--- config.mk ---
export PLATFORM = sky130hd
export DESIGN_NAME = adc_frame_averager
export DESIGN_NICKNAME = d
export VERILOG_FILES = /design/src/rtl/adc_frame_averager.sv
export SDC_FILE = /design/constraint.sdc
export NUM_CORES = 1
export LEC_CHECK = 0
export BUFFER_PORTS_ARGS = -buffer_cell sky130_fd_sc_hd__clkbuf_2
export CORE_UTILIZATION = 50
export DETAILED_ROUTE_END_ITERATION = 10
export HOLD_SLACK_MARGIN = 0.05
export PLACE_DENSITY = 0.71
export SYNTH_ARGS = -nofsm -noshare
export SYNTH_HDL_FRONTEND = slang
export SYNTH_SLANG_ARGS = --single-unit
--- constraint.sdc ---
create_clock -name sck -period 2.55 [get_ports sck]
set_clock_uncertainty 0.05 [all_clocks]
set_input_delay 0.255 -clock sck [delete_from_list [all_inputs] [get_ports sck]]
set_output_delay 0.255 -clock sck [all_outputs]
set_load 0.01 [all_outputs]
--- src/rtl/adc_frame_averager.sv ---
// Frame averager for ADC samples: accumulates 2^LOG2_N samples, emits the
// floor mean minus OFFSET as a signed value, and drops frames hit by ADC errors.
module adc_frame_averager #(
    parameter int DATA_W = 12,
    parameter int LOG2_N = 4,
    parameter int OFFSET = 2048
) (
    input  logic                     sck,
    input  logic                     rst_n,
    input  logic [DATA_W-1:0]        data_i,
    input  logic                     valid_i,
    input  logic                     error_i,
    input  logic                     clear_i,
    output logic signed [DATA_W:0]   avg_o,
    output logic                     valid_o,
    output logic                     busy_o,
    output logic [7:0]               drop_cnt_o
);

    localparam int                ACC_W  = DATA_W + LOG2_N;
    localparam logic [LOG2_N-1:0] LAST   = '1;
    localparam logic [DATA_W:0]   OFF_C  = (DATA_W + 1)'(OFFSET);

    logic [ACC_W-1:0]  r_acc;
    logic [LOG2_N-1:0] r_cnt;
    logic [DATA_W:0]   r_avg;
    logic              r_valid;
    logic              r_busy;
    logic [7:0]        r_drop;

    logic [ACC_W-1:0]  w_total;
    logic [DATA_W-1:0] w_mean;
    logic [DATA_W:0]   w_avg;

    // Accumulator is wide enough that the full-frame sum never overflows.
    always_comb begin
        w_total = r_acc + ACC_W'(data_i);
        w_mean  = DATA_W'(w_total >> LOG2_N);
        w_avg   = {1'b0, w_mean} - OFF_C;
    end

    always_ff @(posedge sck or negedge rst_n) begin
        if (!rst_n) begin
            r_acc   <= '0;
            r_cnt   <= '0;
            r_avg   <= '0;
            r_valid <= 1'b0;
            r_busy  <= 1'b0;
            r_drop  <= '0;
        end else if (clear_i) begin
            r_acc   <= '0;
            r_cnt   <= '0;
            r_valid <= 1'b0;
            r_busy  <= 1'b0;
            r_drop  <= '0;
        end else if (error_i) begin
            r_acc   <= '0;
            r_cnt   <= '0;
            r_valid <= 1'b0;
            r_busy  <= 1'b0;
            if (r_drop != 8'hFF)
                r_drop <= r_drop + 8'd1;
        end else if (valid_i && (r_cnt != LAST)) begin
            r_acc   <= w_total;
            r_cnt   <= r_cnt + 1'b1;
            r_valid <= 1'b0;
            r_busy  <= 1'b1;
        end else if (valid_i) begin
            r_acc   <= '0;
            r_cnt   <= '0;
            r_avg   <= w_avg;
            r_valid <= 1'b1;
            r_busy  <= 1'b0;
        end else begin
            r_valid <= 1'b0;
        end
    end

    assign avg_o      = $signed(r_avg);
    assign valid_o    = r_valid;
    assign busy_o     = r_busy;
    assign drop_cnt_o = r_drop;

endmodule

==> results_dict.tcl, run 1 <==
set metrics [dict create \
    power.total_mw 1.529 \
    synth_top_area_cell "dfrtp_1" \
    fin_crit_sh 0.9092 \
    synth_most_common_cell "dfrtp_1" \
    cts_buffers 5 \
    r2r_cells 9 \
    netlist_top_cells_area "dfrtp_1, ha_1, nand2_1, xnor2_1, a21oi_1" \
    vias 1855 \
    synthXorXnorAreaFrac 0.05986 \
    start_util 0.5303 \
    syn-num-nets 272 \
    syn_area_um2 2341 \
    rows 24 \
    tns_ps 0 \
    netlist_instances 240 \
    pin_count 40 \
    syn_area_per_cell_um2 9.754 \
    layout-drive-gt1-share 0.2289 \
    critPathMaxStageDelay_ps 370 \
    ctsResizeCount 0 \
    synth-adder-area-share 0.08338 \
    die_area_um2 4960 \
    cap_violations 0 \
    cts_hold_buf 1 \
    synth_top_family_by_area "compound AO/OA/AOI/OAI gates" \
    gr-total-overflow 0 \
    outcome "completed" \
    required_ps 2680 \
    drtIter0Drc 151 \
    hp-start "error_i" \
    layout.nets 315 \
    top_usage_layer "met2" \
    setup.worst_path.start "r_acc[0]" \
    clkTransAtPathRegs_ps 80 \
    vdd_drop_max_mv 0.3006 \
    crit_slowest_cell "fa_1" \
    drtPass1Iterations 4 \
    avgViaCountPerCell 5.521 \
    grt_max_degree 43 \
    hold_path.class "input pin to flop" \
    synth_top_area_frac 0.4490 \
    post_cts_buffers 0 \
    period_needed_ps 2318 \
    ys_warn_count 0 \
    path_cells "ha_1, inv_1, fa_1, nand2b_1, a21oi_1, nor2b_1, o21ai_0, xnor2_1, mux2_2" \
    fill_cells 399 \
    crit_type "flop to flop" \
    p_per_area_nw_per_um2 555.7 \
    cts_sinks 42 \
    critPathBufInv 1 \
    placed_area_um2 2599 \
    grt_pass1_wl_mm 7.893 \
    p_leak_nw 1.364 \
    synthArstFlopShare 1.000 \
    fmax_mhz 431.3 \
    ys_types 43 \
    critPathArrivalTime_ps 2450 \
    die_w_um 70.43 \
    synth_ff_type "dfrtp_1" \
    syn2layout_area_growth_pct 17.53 \
    grt_pass1_vias 1719 \
    antenna_cells 0 \
    yosys.area_share.simple 0.1689 \
    wl_per_cell_um 13.73 \
    gp_congestion 0.8377 \
    synth_compound_area_frac 0.1881 \
    rsz0062_at_grt "false" \
    maxSlewHeadroom 0.5760 \
    slew_viol_final 0 \
    hold_end "r_cnt[2]" \
    tritoncts "done" \
    fp.coreArea_um2 4414 \
    drtAntennaViolNets 0 \
    htree_levels 2 \
    cp-end-kind "flop" \
    root_buffer "clkbuf_8" \
    ys_seq_elements 42 \
    yosysSeqAreaShare 0.4490 \
    setup_violations 0 \
    startpoint_type "flop" \
    worst_slack_ps 231.6 \
    dpl.hpwl_mm 3.260 \
    met1_usage 0.2930 \
    grtUsageMet3 0.04762 \
    route.detailed.drc 0 \
    cts_max_path_buffers 2 \
    hold_depth 2 \
    utilization 0.6233 \
    pre_cts_slack_ps 340.6 \
    gr-usage-all-layers 0.2007 \
    yosys-top-cells-count "dfrtp_1, nand2_1, a21oi_1, ha_1" \
    grt_antenna_before_repair 0 \
    hold_violations 0 \
    synth_edf_count 0 \
    reg2reg_slack_ps 230 \
    finalInstanceArea_um2 2751 \
    grtUsageMet2 0.2931 \
    r2r-end "avg_o[4]" \
    r2r_start "r_acc[0]" \
    place.port_buffers 39 \
    synth_mux_area_frac 0.02352 \
    clk_latency_ps 290 \
    wl_mm 4.612 \
    path_delay_family "adder cells" \
    tightest_slew_ps 636.0 \
    die_h_um 70.43 \
    path_max_fanout 3 \
]
[routing by layer]
layer	part of all wire	vias to the layer above	wire, um
li1	-	948	-
met1	0.51	869	2355
met2	0.45	36	2057
met3	0.039	2	180
met4	0.0041	0	19
met5	0	-	0
[cell type report]
type / count / area (um2) / area share
Clock buffer: 6 / 82.58 / 0.03001
Tap cell: 52 / 65.06 / 0.02365
Inverter: 9 / 33.78 / 0.01228
Timing Repair Buffer: 43 / 227.7 / 0.08276
Multi-Input combinational cell: 182 / 1231 / 0.4475
Clock inverter: 2 / 60.06 / 0.02183
Sequential cell: 42 / 1051 / 0.3820
[registers in the layout, indices dropped and copies added (netlist names)]
signal / flops
valid_o: 1
r_acc: 16
r_cnt: 4
avg_o: 12
busy_o: 1
drop_cnt_o: 8
[worst max-delay path by stage]
stage	depth (start not counted)	end	slack, ps
2_1_floorplan	9	r_acc[14]	500
4_1_cts	9	avg_o[4]	220
5_1_grt	9	avg_o[4]	70
3_5_place_dp	9	r_acc[14]	340
3_3_place_gp	10	r_acc[14]	380
6_report	9	avg_o[4]	230
[kinds of logic (layout without fill, tap and decap cells)]
logic type | count (synthesis) | in the layout
compound gates | 63 | 63
xor+xnor | 16 | 16
fa+ha+maj | 15 | 15
buf+inv | 16 | 60
flops | 42 | 42
mux | 5 | 5
simple gates | 83 | 83
[power breakdown]
| group | internal [mW] | switching (mW) |
|---|---|---|
| Combinational | 0.0749 | 0.113 |
| Clock | 0.418 | 0.227 |
| Sequential | 0.682 | 0.0144 |
[per-stage QoR]
step | cells | hold WS [ps]
finish | 336 | 139.3
CTS | 336 | 129.6
global route | 336 | 136.9
floorplan | 240 | -90.59
detailed placement | 327 | 308.6
global placement | 327 | 307.8
[cells in the final DEF (no fill, tap or decap), types with 8 or more instances in the layout]
| cell | n |
|---|---|
| nand2_1 | 38 |
| o21ai_0 | 12 |
| ha_1 | 14 |
| xnor2_1 | 10 |
| nor2_1 | 12 |
| a22o_1 | 8 |
| inv_1 | 8 |
| a21oi_1 | 14 |
| dfrtp_1 | 42 |
| clkbuf_2 | 39 |
No activity file was read; power rests on OpenSTA's default activity.
==> inputs of run 2 (changes only) <==
clock period = 2.8 ns   (was 2.55 ns; I/O delays follow)
==> run 2 against run 1 <==
Effect of this change:
- worst hold slack worse by 21 ps
- wire length is 1.0% higher
- clock power is 42% lower
- critical endpoint is now r_acc[14]
- largest cell class unchanged
==> results_dict.tcl, run 2 (same netlist as run 1, synthesis figures left out) <==
set metrics [dict create \
    outcome "completed" \
    path_delay_family "compound AO/OA/AOI/OAI gates" \
    post_cts_buffers 0 \
    cp-end-kind "flop" \
    final_common_cell "dfrtp_1" \
    grt_pass1_wl_mm 7.955 \
    die_w_um 70.43 \
    antenna_cells 0 \
    rows 24 \
    setup.worst_path.start "r_acc[0]" \
    path_cells "ha_1, inv_1, fa_1, nand2b_1, a21oi_1, o21ai_1, a211oi_2, mux2i_1, nand2_1" \
    rsz0062_at_grt "false" \
    wl_mm 4.658 \
    multi_input_area_um2 1231 \
    clkTransAtPathRegs_ps 80 \
    syn2layout_area_growth_pct 14.06 \
    avgViaCountPerCell 5.511 \
    fin_crit_sh 0.8003 \
    gr-total-overflow 0 \
    pin_count 40 \
    hold_violations 0 \
    ctsResizeCount 0 \
    grt_antenna_before_repair 0 \
    fp.coreArea_um2 4414 \
    p_per_area_nw_per_um2 439.1 \
    dpl.hpwl_mm 3.309 \
    die_h_um 70.43 \
    die_area_um2 4960 \
    r2r_start "r_acc[0]" \
    critPathArrivalTime_ps 2370 \
    clk_latency_ps 290 \
    layout-drive-gt1-share 0.2242 \
    slew_viol_final 0 \
    tns_ps 0 \
    vias 1835 \
    drtIter0Drc 158 \
    p_leak_nw 1.328 \
    regMostFlops "r_acc" \
    required_ps 2930 \
    drtPass1Iterations 4 \
    cts_sinks 42 \
    htree_levels 2 \
    tritoncts "done" \
    tightest_slew_ps 1059 \
    regArea_um2 1051 \
    root_buffer "clkbuf_8" \
    cap_violations 0 \
    critPathBufInv 1 \
    grt_pass1_vias 1715 \
    hold_path.class "input pin to asynchronous set/reset pin" \
    holdWs_ps 117.9 \
    fill_cells 395 \
    vdd_drop_max_mv 0.2194 \
    grt_max_degree 43 \
    drtAntennaViolNets 0 \
    critPathMaxStageDelay_ps 370 \
    place.port_buffers 39 \
    fmax_mhz 446.3 \
    startpoint_type "flop" \
    maxSlewHeadroom 0.2943 \
    largest_register_ffs 16 \
    wl_per_cell_um 13.99 \
    layout.nets 313 \
    cts_max_path_buffers 2 \
    gr-usage-all-layers 0.2025 \
    cts_hold_buf 0 \
    period_needed_ps 2241 \
    cts_buffers 5 \
    reg2reg_slack_ps 560 \
    gp_congestion 0.8292 \
    crit_type "flop to flop" \
    start_util 0.5303 \
    setup_violations 0 \
    final_cell_mix "dfrtp_1, clkbuf_2, nand2_1" \
    route.detailed.drc 0 \
    crit_slowest_cell "fa_1" \
    path_max_fanout 3 \
]
run 2: cell count changes in the layout (fill, tap and decap cells not counted), sizes merged:
| cell | previous run | this run |
|---|---|---|
| bufinv | 2 | 0 |
| buf | 3 | 2 |
| dlygate4sd3 | 1 | 0 |
| clkinv | 1 | 3 |
| clkbuf | 45 | 44 |
run 2: final cells by class:
cell class / count / area share
Inverter: 9 / 0.01265
Tap cell: 52 / 0.02437
Multi-Input combinational cell: 182 / 0.4611
Clock inverter: 2 / 0.003749
Sequential cell: 42 / 0.3936
Clock buffer: 5 / 0.02577
Timing Repair Buffer: 41 / 0.07873
run 2: through the flow:
step                      power, mW  instance area (um2)  instances  utilization  setup WS (ps)
after floorplan              0.7559                 2341        240            -          750.5
after global placement       0.8109                 2591        326       0.5870          600.6
after detailed placement     0.8134                 2591        326       0.5870          520.1
after CTS                     1.190                 2670        333       0.6049          538.4
after global routing          1.234                 2670        333       0.6049          360.2
final                         1.172                 2670        333       0.6049          559.2
run 2: path summary, 6_finish.rpt:
kind                                      end  depth (start not counted)
min in group sck                     r_cnt[2]                          2
max in group asynchronous            avg_o[4]                          1
worst min register to register       avg_o[1]                          2
worst min-delay path            drop_cnt_o[7]                          1
worst max register to register      r_acc[14]                          9
worst max-delay path                r_acc[14]                          9
run 2: power breakdown:
part	total [mW]	internal, mW	leakage (nW)	switching [mW]
Clock	0.372	0.168	0.0438	0.205
Combinational	0.167	0.0664	0.704	0.101
Sequential	0.633	0.621	0.580	0.0126
Total	1.17	0.855	1.33	0.318
run 2: layer usage:
layer | share of wire | vias up | track usage
li1 | - | 933 | -
met1 | 0.52 | 861 | 0.2957
met2 | 0.43 | 37 | 0.2995
met3 | 0.036 | 4 | 0.05051
met4 | 0.0086 | 0 | 0.05111
met5 | 0 | - | 0
==> inputs of run 3 (changes only) <==
PLACE_DENSITY = 0.74   (was 0.71)
clock period = 1.8 ns   (was 2.8 ns; I/O delays follow)
==> run 3 against run 2 <==
Effect of this change:
- the flow now finishes with violations (setup timing)
- sequential power rose by 56%
- power rose by 74%
- sequential share of layout area fell by 7.4 points
- non-clock buffer count rose by 36
- worst hold slack improved by 56 ps
- maximum frequency rose by 12%
- register-to-register slack got worse by 770 ps
- die area did not move
- critical path depth did not move
- via count rose by 11%
- largest cell class unchanged
- largest power group unchanged
==> results_dict.tcl, run 3 (same netlist as run 1, synthesis figures left out) <==
set metrics [dict create \
    setup_violations 21 \
    largest_register_ffs 16 \
    tns_ps -2413 \
    route.detailed.drc 0 \
    hold_violations 0 \
    cts_max_path_buffers 2 \
    drtPass1Iterations 6 \
    avgViaCountPerCell 5.497 \
    startpoint_type "flop" \
    clk_latency_ps 290 \
    fin_crit_sh 1.115 \
    cap_violations 0 \
    cts_sinks 42 \
    intPower_mw 1.486 \
    gp_congestion 0.8581 \
    violations "setup timing" \
    critPathArrivalTime_ps 2140 \
    wl_mm 5.478 \
    grt_max_degree 23 \
    path_cells "ha_2, inv_2, fa_2, nand2b_4, a21oi_4, o21ai_2, a211oi_2, mux2i_1, nand2_1" \
    rsz0062_at_grt "true" \
    vdd_drop_max_mv 0.6083 \
    p_switching_mw 0.5581 \
    maxSlewHeadroom 0.6260 \
    seqPwrFrac 0.484 \
    grt_pass1_vias 1980 \
    pin_count 40 \
    start_util 0.5303 \
    p_per_area_nw_per_um2 621.4 \
    dpl.hpwl_mm 3.620 \
    path_max_fanout 3 \
    slew_viol_final 0 \
    p_leak_nw 1.563 \
    gr-usage-all-layers 0.2293 \
    outcome "finished, violations left" \
    regMostFlops "r_acc" \
    final_cell_mix "dfrtp_1, clkbuf_2, nand2_1" \
    power_frac_clock 0.307 \
    grt_antenna_before_repair 0 \
    drtIter0Drc 88 \
    htree_levels 2 \
    hold_path.class "input pin to flop" \
    tightest_slew_ps 561.0 \
    place.port_buffers 39 \
    gr-total-overflow 0 \
    syn2layout_area_growth_pct 40.51 \
    period_needed_ps 2006 \
    crit_type "flop to flop" \
    worst_slack_ps -206.4 \
    die_w_um 70.43 \
    layout-drive-gt1-share 0.4214 \
    cp-end-kind "flop" \
    die_area_um2 4960 \
    wl_per_cell_um 14.81 \
    hold_depth 3 \
    vias 2034 \
    p_sw_frac 0.2730 \
    clkTransAtPathRegs_ps 80 \
    tritoncts "done" \
    root_buffer "clkbuf_8" \
    crit_slowest_cell "dfrtp_1" \
    final_common_cell "dfrtp_1" \
    grt_pass1_wl_mm 8.928 \
    rows 24 \
    layout.nets 349 \
    critPathMaxStageDelay_ps 360 \
    holdWs_ps 173.9 \
    required_ps 1940 \
    cts_buffers 5 \
    pwr-share-comb 0.209 \
    r2r_cells 9 \
    fp.coreArea_um2 4414 \
    fmax_mhz 498.4 \
    drtAntennaViolNets 0 \
    die_h_um 70.43 \
    antenna_cells 0 \
]
-- run 3: stage by stage --
step	power, mW	utilization	std cells	setup WS [ps]	area (um2)
floorplan	1.198	-	240	-166.6	2437
global placement	1.330	0.6525	350	-211.4	2880
detailed placement	1.337	0.6525	350	-272.8	2880
CTS	2.007	0.7069	363	-213.1	3120
global route	2.145	0.7452	370	-339.8	3289
finish	2.044	0.7452	370	-206.4	3289
-- run 3: path summary, 6_finish.rpt --
| path | from | end | slack, ps |
|---|---|---|---|
| setup / recovery | r_acc[0] | r_acc[14] | -210 |
| hold / removal | clear_i | drop_cnt_o[5] | 170 |
| setup reg to reg | r_acc[0] | r_acc[14] | -210 |
| hold reg to reg | avg_o[6] | avg_o[6] | 430 |
| max in group asynchronous | rst_n | r_acc[2] | 840 |
| min in group asynchronous | rst_n | avg_o[7] | 350 |
-- run 3: final cells by class --
| type | count | area, um2 |
|---|---|---|
| multi-input cells | 182 | 1539 |
| fillers | 314 | 1125 |
| flip-flops and latches | 42 | 1051 |
| repair buffers | 77 | 505.5 |
| clock buffers | 6 | 82.58 |
| well taps | 52 | 65.06 |
| inverters | 9 | 33.78 |
| clock inverters | 2 | 12.51 |
-- run 3: power groups by stage --
stage          sequential, mW  clock [mW]  combinational (mW)
4_1_cts                 0.987       0.649               0.370
5_1_grt                 0.993       0.685               0.467
2_1_floorplan            1.01           0               0.191
3_5_place_dp             1.01           0               0.331
6_report                0.989       0.628               0.427
3_3_place_gp             1.00           0               0.325
-- run 3: per-layer routing --
metal	track usage	share of wire	up-vias
met1	0.3055	0.47	985
met2	0.3661	0.49	30
met3	0.04906	0.027	8
met5	0	0	-
met4	0.08444	0.014	0
li1	-	-	1011
-- run 3: what timing repair did --
action / in CTS / in global routing
resized for setup: 22 / 20
buffers inserted: 3 / 7
pin swaps: 20 / 16
hold endpoints to repair: 21 / 0
hold buffers: 2 / 0
endpoints found under the setup margin: 21 / 26
-- run 3: critical path, delay by kind of cell, from the launching register on --
kind	cells	cell delay (ps)
buffers and inverters	1	40
DFF	1	360
muxes	1	210
and+or+nand+nor	2	220
AOI/OAI and AO/OA	3	510
adders and majority gates	2	520
